===== src/rtl/dsp_mac_pipe.sv =====
// -----------------------------------------------------------------------------
// dsp_mac_pipe
//   Signed pre-add / multiply / accumulate slice. It has three register stages
//   and a valid/ready handshake. The mode fields travel down the pipe with
//   their sample. Downstream backpressure freezes the whole pipe.
//
//   Stage 1 : operand and mode capture
//   Stage 2 : pre-adder (BW+1 bits) and multiplier -> M (AW+BW+1 bits)
//   Stage 3 : post-adder Z +/- (M + CIN). It saturates or wraps to PW bits.
//
// Ports
//   CLK, RSTN            clock, synchronous active-low reset
//   IN_VALID / IN_READY  input handshake (IN_READY = not stalled)
//   A, B, D, C           signed operands
//   PRE_SEL              00:B 01:D+B 10:D-B 11:B
//   Z_SEL                00:0 01:C 10:P(accumulate) 11:0
//   SUB, CIN             0: Z+M+CIN   1: Z-(M+CIN)
//   OUT_VALID/OUT_READY  output handshake
//   P, OVF               registered result and saturation flag
//   PATDET               masked compare of the registered P against PATTERN
// -----------------------------------------------------------------------------
module dsp_mac_pipe #(
    parameter int            AW      = 18,
    parameter int            BW      = 18,
    parameter int            CW      = 48,
    parameter int            PW      = 48,
    parameter bit            SAT_EN  = 1'b1,
    parameter logic [PW-1:0] PATTERN = '0,
    parameter logic [PW-1:0] MASK    = '0
) (
    input  logic          CLK,
    input  logic          RSTN,
    input  logic          IN_VALID,
    output logic          IN_READY,
    input  logic [AW-1:0] A,
    input  logic [BW-1:0] B,
    input  logic [BW-1:0] D,
    input  logic [CW-1:0] C,
    input  logic [1:0]    PRE_SEL,
    input  logic [1:0]    Z_SEL,
    input  logic          SUB,
    input  logic          CIN,
    output logic          OUT_VALID,
    input  logic          OUT_READY,
    output logic [PW-1:0] P,
    output logic          OVF,
    output logic          PATDET
);

    localparam int MW = AW + BW + 1;   // product width
    localparam int SW = PW + 1;        // post-adder width, one guard bit

    logic stall;

    // stage 1
    logic                 v1;
    logic signed [AW-1:0] a1;
    logic signed [BW-1:0] b1, d1;
    logic signed [CW-1:0] c1;
    logic [1:0]           pre_sel1, z_sel1;
    logic                 sub1, cin1;

    // stage 2
    logic                 v2;
    logic signed [MW-1:0] m2;
    logic signed [CW-1:0] c2;
    logic [1:0]           z_sel2;
    logic                 sub2, cin2;

    // stage 3 / outputs
    logic                 out_valid_q;
    logic signed [PW-1:0] p_q;
    logic                 ovf_q;

    // combinational intermediates
    logic signed [BW:0]   b_x, d_x, pre;
    logic signed [MW-1:0] prod;
    logic signed [SW-1:0] m_x, c_x, p_x, cin_x, z, sum;
    logic [PW-1:0]        p_next;
    logic                 ovf_next;

    // A result that is presented but not taken freezes every stage.
    assign stall    = out_valid_q & ~OUT_READY;
    assign IN_READY = ~stall;

    // ---------------- stage 1 ----------------
    always_ff @(posedge CLK) begin
        // NOTE: sequential state uses non-blocking assignments so every stage samples the pre-edge value of the one before it.
        if (!RSTN) begin
            v1 <= 1'b0;
        end else if (!stall) begin
            v1 <= IN_VALID;
        end
    end

    // NOTE: pure data registers have no reset; the valid bits alone decide whether their contents are meaningful.
    always_ff @(posedge CLK) begin
        if (!stall && IN_VALID) begin
            a1       <= A;
            b1       <= B;
            d1       <= D;
            c1       <= C;
            pre_sel1 <= PRE_SEL;
            z_sel1   <= Z_SEL;
            sub1     <= SUB;
            cin1     <= CIN;
        end
    end

    // ---------------- stage 2 ----------------
    // The pre-adder gets one extra bit, so D+B and D-B cannot overflow.
    always_comb begin
        b_x = {b1[BW-1], b1};
        d_x = {d1[BW-1], d1};
        case (pre_sel1)
            2'b01:   pre = d_x + b_x;
            2'b10:   pre = d_x - b_x;
            default: pre = b_x;        // 00 and reserved 11
        endcase
        prod = MW'(a1) * MW'(pre);
    end

    always_ff @(posedge CLK) begin
        if (!RSTN) begin
            v2 <= 1'b0;
            m2 <= '0;
        end else if (!stall) begin
            v2 <= v1;
            m2 <= prod;
        end
    end

    always_ff @(posedge CLK) begin
        if (!stall) begin
            c2     <= c1;
            z_sel2 <= z_sel1;
            sub2   <= sub1;
            cin2   <= cin1;
        end
    end

    // ---------------- stage 3 ----------------
    always_comb begin
        // NOTE: every variable written here is given a value before any branch, so no path can infer a latch.
        m_x      = SW'(m2);
        c_x      = SW'(c2);
        p_x      = SW'(p_q);
        cin_x    = {{PW{1'b0}}, cin2};
        z        = '0;
        case (z_sel2)
            2'b01:   z = c_x;
            2'b10:   z = p_x;         // latest result, so chained accumulates need no bubble
            default: ;                // 00 and reserved 11 select zero
        endcase
        sum      = sub2 ? (z - m_x - cin_x) : (z + m_x + cin_x);
        p_next   = sum[PW-1:0];
        ovf_next = 1'b0;
        // The guard bit differs from the PW sign bit exactly when the sum is outside the signed PW range.
        if (SAT_EN && (sum[PW] != sum[PW-1])) begin
            ovf_next = 1'b1;
            p_next   = sum[PW] ? {1'b1, {(PW-1){1'b0}}} : {1'b0, {(PW-1){1'b1}}};
        end
    end

    always_ff @(posedge CLK) begin
        if (!RSTN) begin
            out_valid_q <= 1'b0;
            p_q         <= '0;
            ovf_q       <= 1'b0;
        end else if (!stall) begin
            out_valid_q <= v2;
            if (v2) begin
                p_q   <= p_next;
                ovf_q <= ovf_next;
            end
        end
    end

    assign OUT_VALID = out_valid_q;
    assign P         = p_q;
    assign OVF       = ovf_q;
    assign PATDET    = ((p_q ^ PATTERN) & ~MASK) == '0;

endmodule


===== config.mk =====
export PLATFORM = sky130hd
export DESIGN_NAME = dsp_mac_pipe
export DESIGN_NICKNAME = d
export VERILOG_FILES = /design/src/rtl/dsp_mac_pipe.sv
export SDC_FILE = /design/constraint.sdc
export NUM_CORES = 2
export LEC_CHECK = 0
export ABC_CLOCK_PERIOD_IN_PS = 8800
export CORE_MARGIN = 3
export CORE_UTILIZATION = 60
export CTS_BUF_LIST = sky130_fd_sc_hd__clkbuf_4 sky130_fd_sc_hd__clkbuf_8
export CTS_CLUSTER_DIAMETER = 80
export DETAILED_ROUTE_END_ITERATION = 6
export DONT_BUFFER_PORTS = 1
export PLACE_DENSITY = 0.88
export SLEW_MARGIN = 20
export SYNTH_ARGS = -nofsm -noshare
export SYNTH_HDL_FRONTEND = slang
export SYNTH_SLANG_ARGS = --single-unit

===== constraint.sdc =====
create_clock -name CLK -period 8.8 [get_ports CLK]
set_clock_uncertainty 0.2 [all_clocks]
set_input_delay 1.76 -clock CLK [delete_from_list [all_inputs] [get_ports CLK]]
set_output_delay 1.76 -clock CLK [all_outputs]
set_load 0.02 [all_outputs]

==> reports/qor.yml <==
synth_top_family_by_area: "adder cells"
cts_buffers: 42
hp-class: "reg2reg"
hold_end: "z_sel2[1]$_DFFE_PN_"
critPathSlowestCell: "fa_1"
synth_fa_ha_area_share_pct: 35.0
critPathRequiredTime_ns: 9.16
r2r-end: "m2[31]$_SDFFE_PN0N_"
final_cell_mix: "559 x inv_1, 335 x fa_1, 327 x nand2_1"
clk_latency_ns: 0.63
die_area_um2: 53100
grt_pass1_wl_mm: 127
cts_root_buf: "clkbuf_8"
layout_commonest_cell: "inv_1"
ys.flop_type: "edfxtp_1"
crit_path_end_kind: "flip-flop"
place_ws_ns: -0.346
path_max_fanout: 8
synth_edf_count: 160
synth-seq-cells: 249
antenna_left: 0
worstMarginPinSlew_ns: 1.07
gp_congestion: 0.976
reg2regPathDepth: 39
die_width_um: 230
synth_area_per_cell_um2: 8.99
cts_tree: "yes"
min_from: "z_sel1[1]$_DFFE_PP_"
crit_family: "adder cells"
initial_core_util_pct: 61.2
violations: "setup timing"
groute.usage.overall_pct: 29.7
hpwl_mm: 61.3
max_freq_mhz: 110
slew_violations: 0
n_fill_cell: 3639
synth_xor_xnor_area_share_pct: 4.46
crit_top_cell: "fa_1"
rsz0062_at_grt: "yes"
postCtsHoldBufs: 0
antennaDiodeCount: 0
synth_area_um2: 30200
max_stage_delay_ns: 0.55
reg2reg_setup_slack_ns: -0.31
async_flop_share_pct: 0
grt_pass1_vias: 24400
grt_overflow: 0
critPathBufInv: 6
arrival_ns: 9.47
post-route-drc-count: 0
vias_per_cell: 5.89
synthToLayoutAreaGrowth_pct: 10.0
slew_headroom_pct: 28.3
htree_levels: 2
io_pins: 164
clockBufferDepth: 3
fin_ws_ns: -0.308
drtIter0Drc: 1913
setup_violations: 10
synth_fp_nets: 4073
synthCells: 3361
muxShareOfSynthArea_pct: 0.480
period_minus_slack_ns: 9.11
finalCoreUtilization_pct: 67.4
die_h_um: 230
io_buffer_count: 0
cts_sinks: 249
yosys.area_share.simple_pct: 14.5
synth.distinct_cells: 90
seq_area_um2: 6590
drive_gt1_share_pct: 14.8
maxCapViolCount: 0
hold_depth: 0
r2r_start: "pre_sel1[1]$_DFFE_PP_"
rows: 81
clkTransAtPathRegs_ns: 0.07
hold_violations: 0
multiInputGateArea_um2: 21500
synth_compound_gate_area_share_pct: 14.6
drt_pass1_iterations: 6
min_period_over_period_pct: 104
wl_mm: 80.0
num_vias: 24200
wire_per_inst_um: 19.4
antenna_found_initial: 2
seq_area_frac_synth_pct: 21.8
finalNetCount: 4130
core_um2: 49400
synth_warnings: 0
status: "finished, violations left"
cp-start-kind: "flip-flop"
grt_max_degree: 70
worstSetupPathType: "reg2reg"
[cell usage after synthesis (11+ instances only)]
cell type  number  area (µm²)
a211oi_1       16         120
a21boi_0       15         113
a21o_1         62         465
a21oi_1       182         911
a21oi_2        39         342
a22oi_1        50         375
a31oi_1        16         100
and2_1        159         995
and3_1         11        68.8
buf_1          14        52.6
clkbuf_1      119         447
dfxtp_1        89        1780
edfxtp_1      160        4800
fa_1          343        6870
ha_1          257        3220
inv_1         579        2170
maj3_2         38         428
nand2_1       331        1240
nand2b_1       23         144
nand3_1        32         160
nand4_1        23         144
nor2_1        145         544
nor2b_1        20         125
nor3_1         46         230
nor4_1         25         156
o21a_1         17         128
o21ai_0       142         711
o21ai_1        22         110
o21bai_1       21         158
or2_2          53         332
xnor2_1       117        1020
xor2_1         37         324
[kinds of logic (layout without fill, tap and decap cells)]
| group | Yosys count | after routing |
|---|---|---|
| and+or+nand+nor | 899 | 899 |
| buffers and inverters | 726 | 812 |
| AOI/OAI and AO/OA | 675 | 676 |
| adders and majority gates | 644 | 644 |
| DFF | 249 | 249 |
| xor gates and xnor gates | 154 | 154 |
| muxes | 14 | 15 |
[registers in the layout, summed over array words and instances (netlist names)]
register	count
cin1	1
sub2	1
c2	48
z_sel2	2
pre_sel1	2
v1	1
OVF	1
a1	18
OUT_VALID	1
b1	18
v2	1
c1	48
cin2	1
z_sel1	2
m2	37
P	48
sub1	1
d1	18
[per-stage QoR]
stage	std cells	instance area [µm²]	TNS, ns	hold WS (ns)
after floorplan	3361	30400	0	0.200
after global placement	4000	31500	-0.448	0.201
after detailed placement	4000	31500	-1.74	0.205
after CTS	4101	32900	-0.864	0.208
after global routing	4113	33200	-6.10	0.220
final	4113	33200	-1.50	0.206
[repair_timing]
item                       4_1_cts  5_1_grt
resized for setup               60       61
buffers inserted                25       19
pin swaps                       84       84
setup endpoints to repair       11       20
gates cloned                     2        0
[routing by layer]
| layer | share of wire, % | track usage, % | vias up |
|---|---|---|---|
| met1 | 41 | 39.6 | 11800 |
| li1 | - | - | 11100 |
| met2 | 47 | 48.5 | 1095 |
| met4 | 4.6 | 12.0 | 2 |
| met3 | 7.9 | 5.27 | 232 |
| met5 | 0.016 | 0 | - |
[area by class of cell]
cell class | count | area share [%]
Multi-Input combinational cell | 2388 | 64.5
Sequential cell | 249 | 19.8
Inverter | 582 | 6.58
Timing Repair Buffer | 155 | 3.68
Tap cell | 664 | 2.50
Clock buffer | 60 | 2.30
Clock inverter | 15 | 0.598
[how the worst max path moves through the flow]
stage                          start                   to  slack [ns]  cells past startpoint
3_3_place_gp   pre_sel1[0]$_DFFE_PP_  m2[32]$_SDFFE_PN0N_       -0.18                     38
4_1_cts              b1[0]$_DFFE_PP_  m2[35]$_SDFFE_PN0N_       -0.19                     39
5_1_grt        pre_sel1[1]$_DFFE_PP_  m2[31]$_SDFFE_PN0N_       -0.64                     38
3_5_place_dp   pre_sel1[0]$_DFFE_PP_  m2[32]$_SDFFE_PN0N_       -0.35                     37
2_1_floorplan  pre_sel1[1]$_DFFE_PP_  m2[32]$_SDFFE_PN0N_       0.008                     39
6_report       pre_sel1[1]$_DFFE_PP_  m2[31]$_SDFFE_PN0N_       -0.31                     39
Power is left out: the tool's default activity adds up to more than one toggle a clock period on the data nets, which glitch-free logic cannot reach.
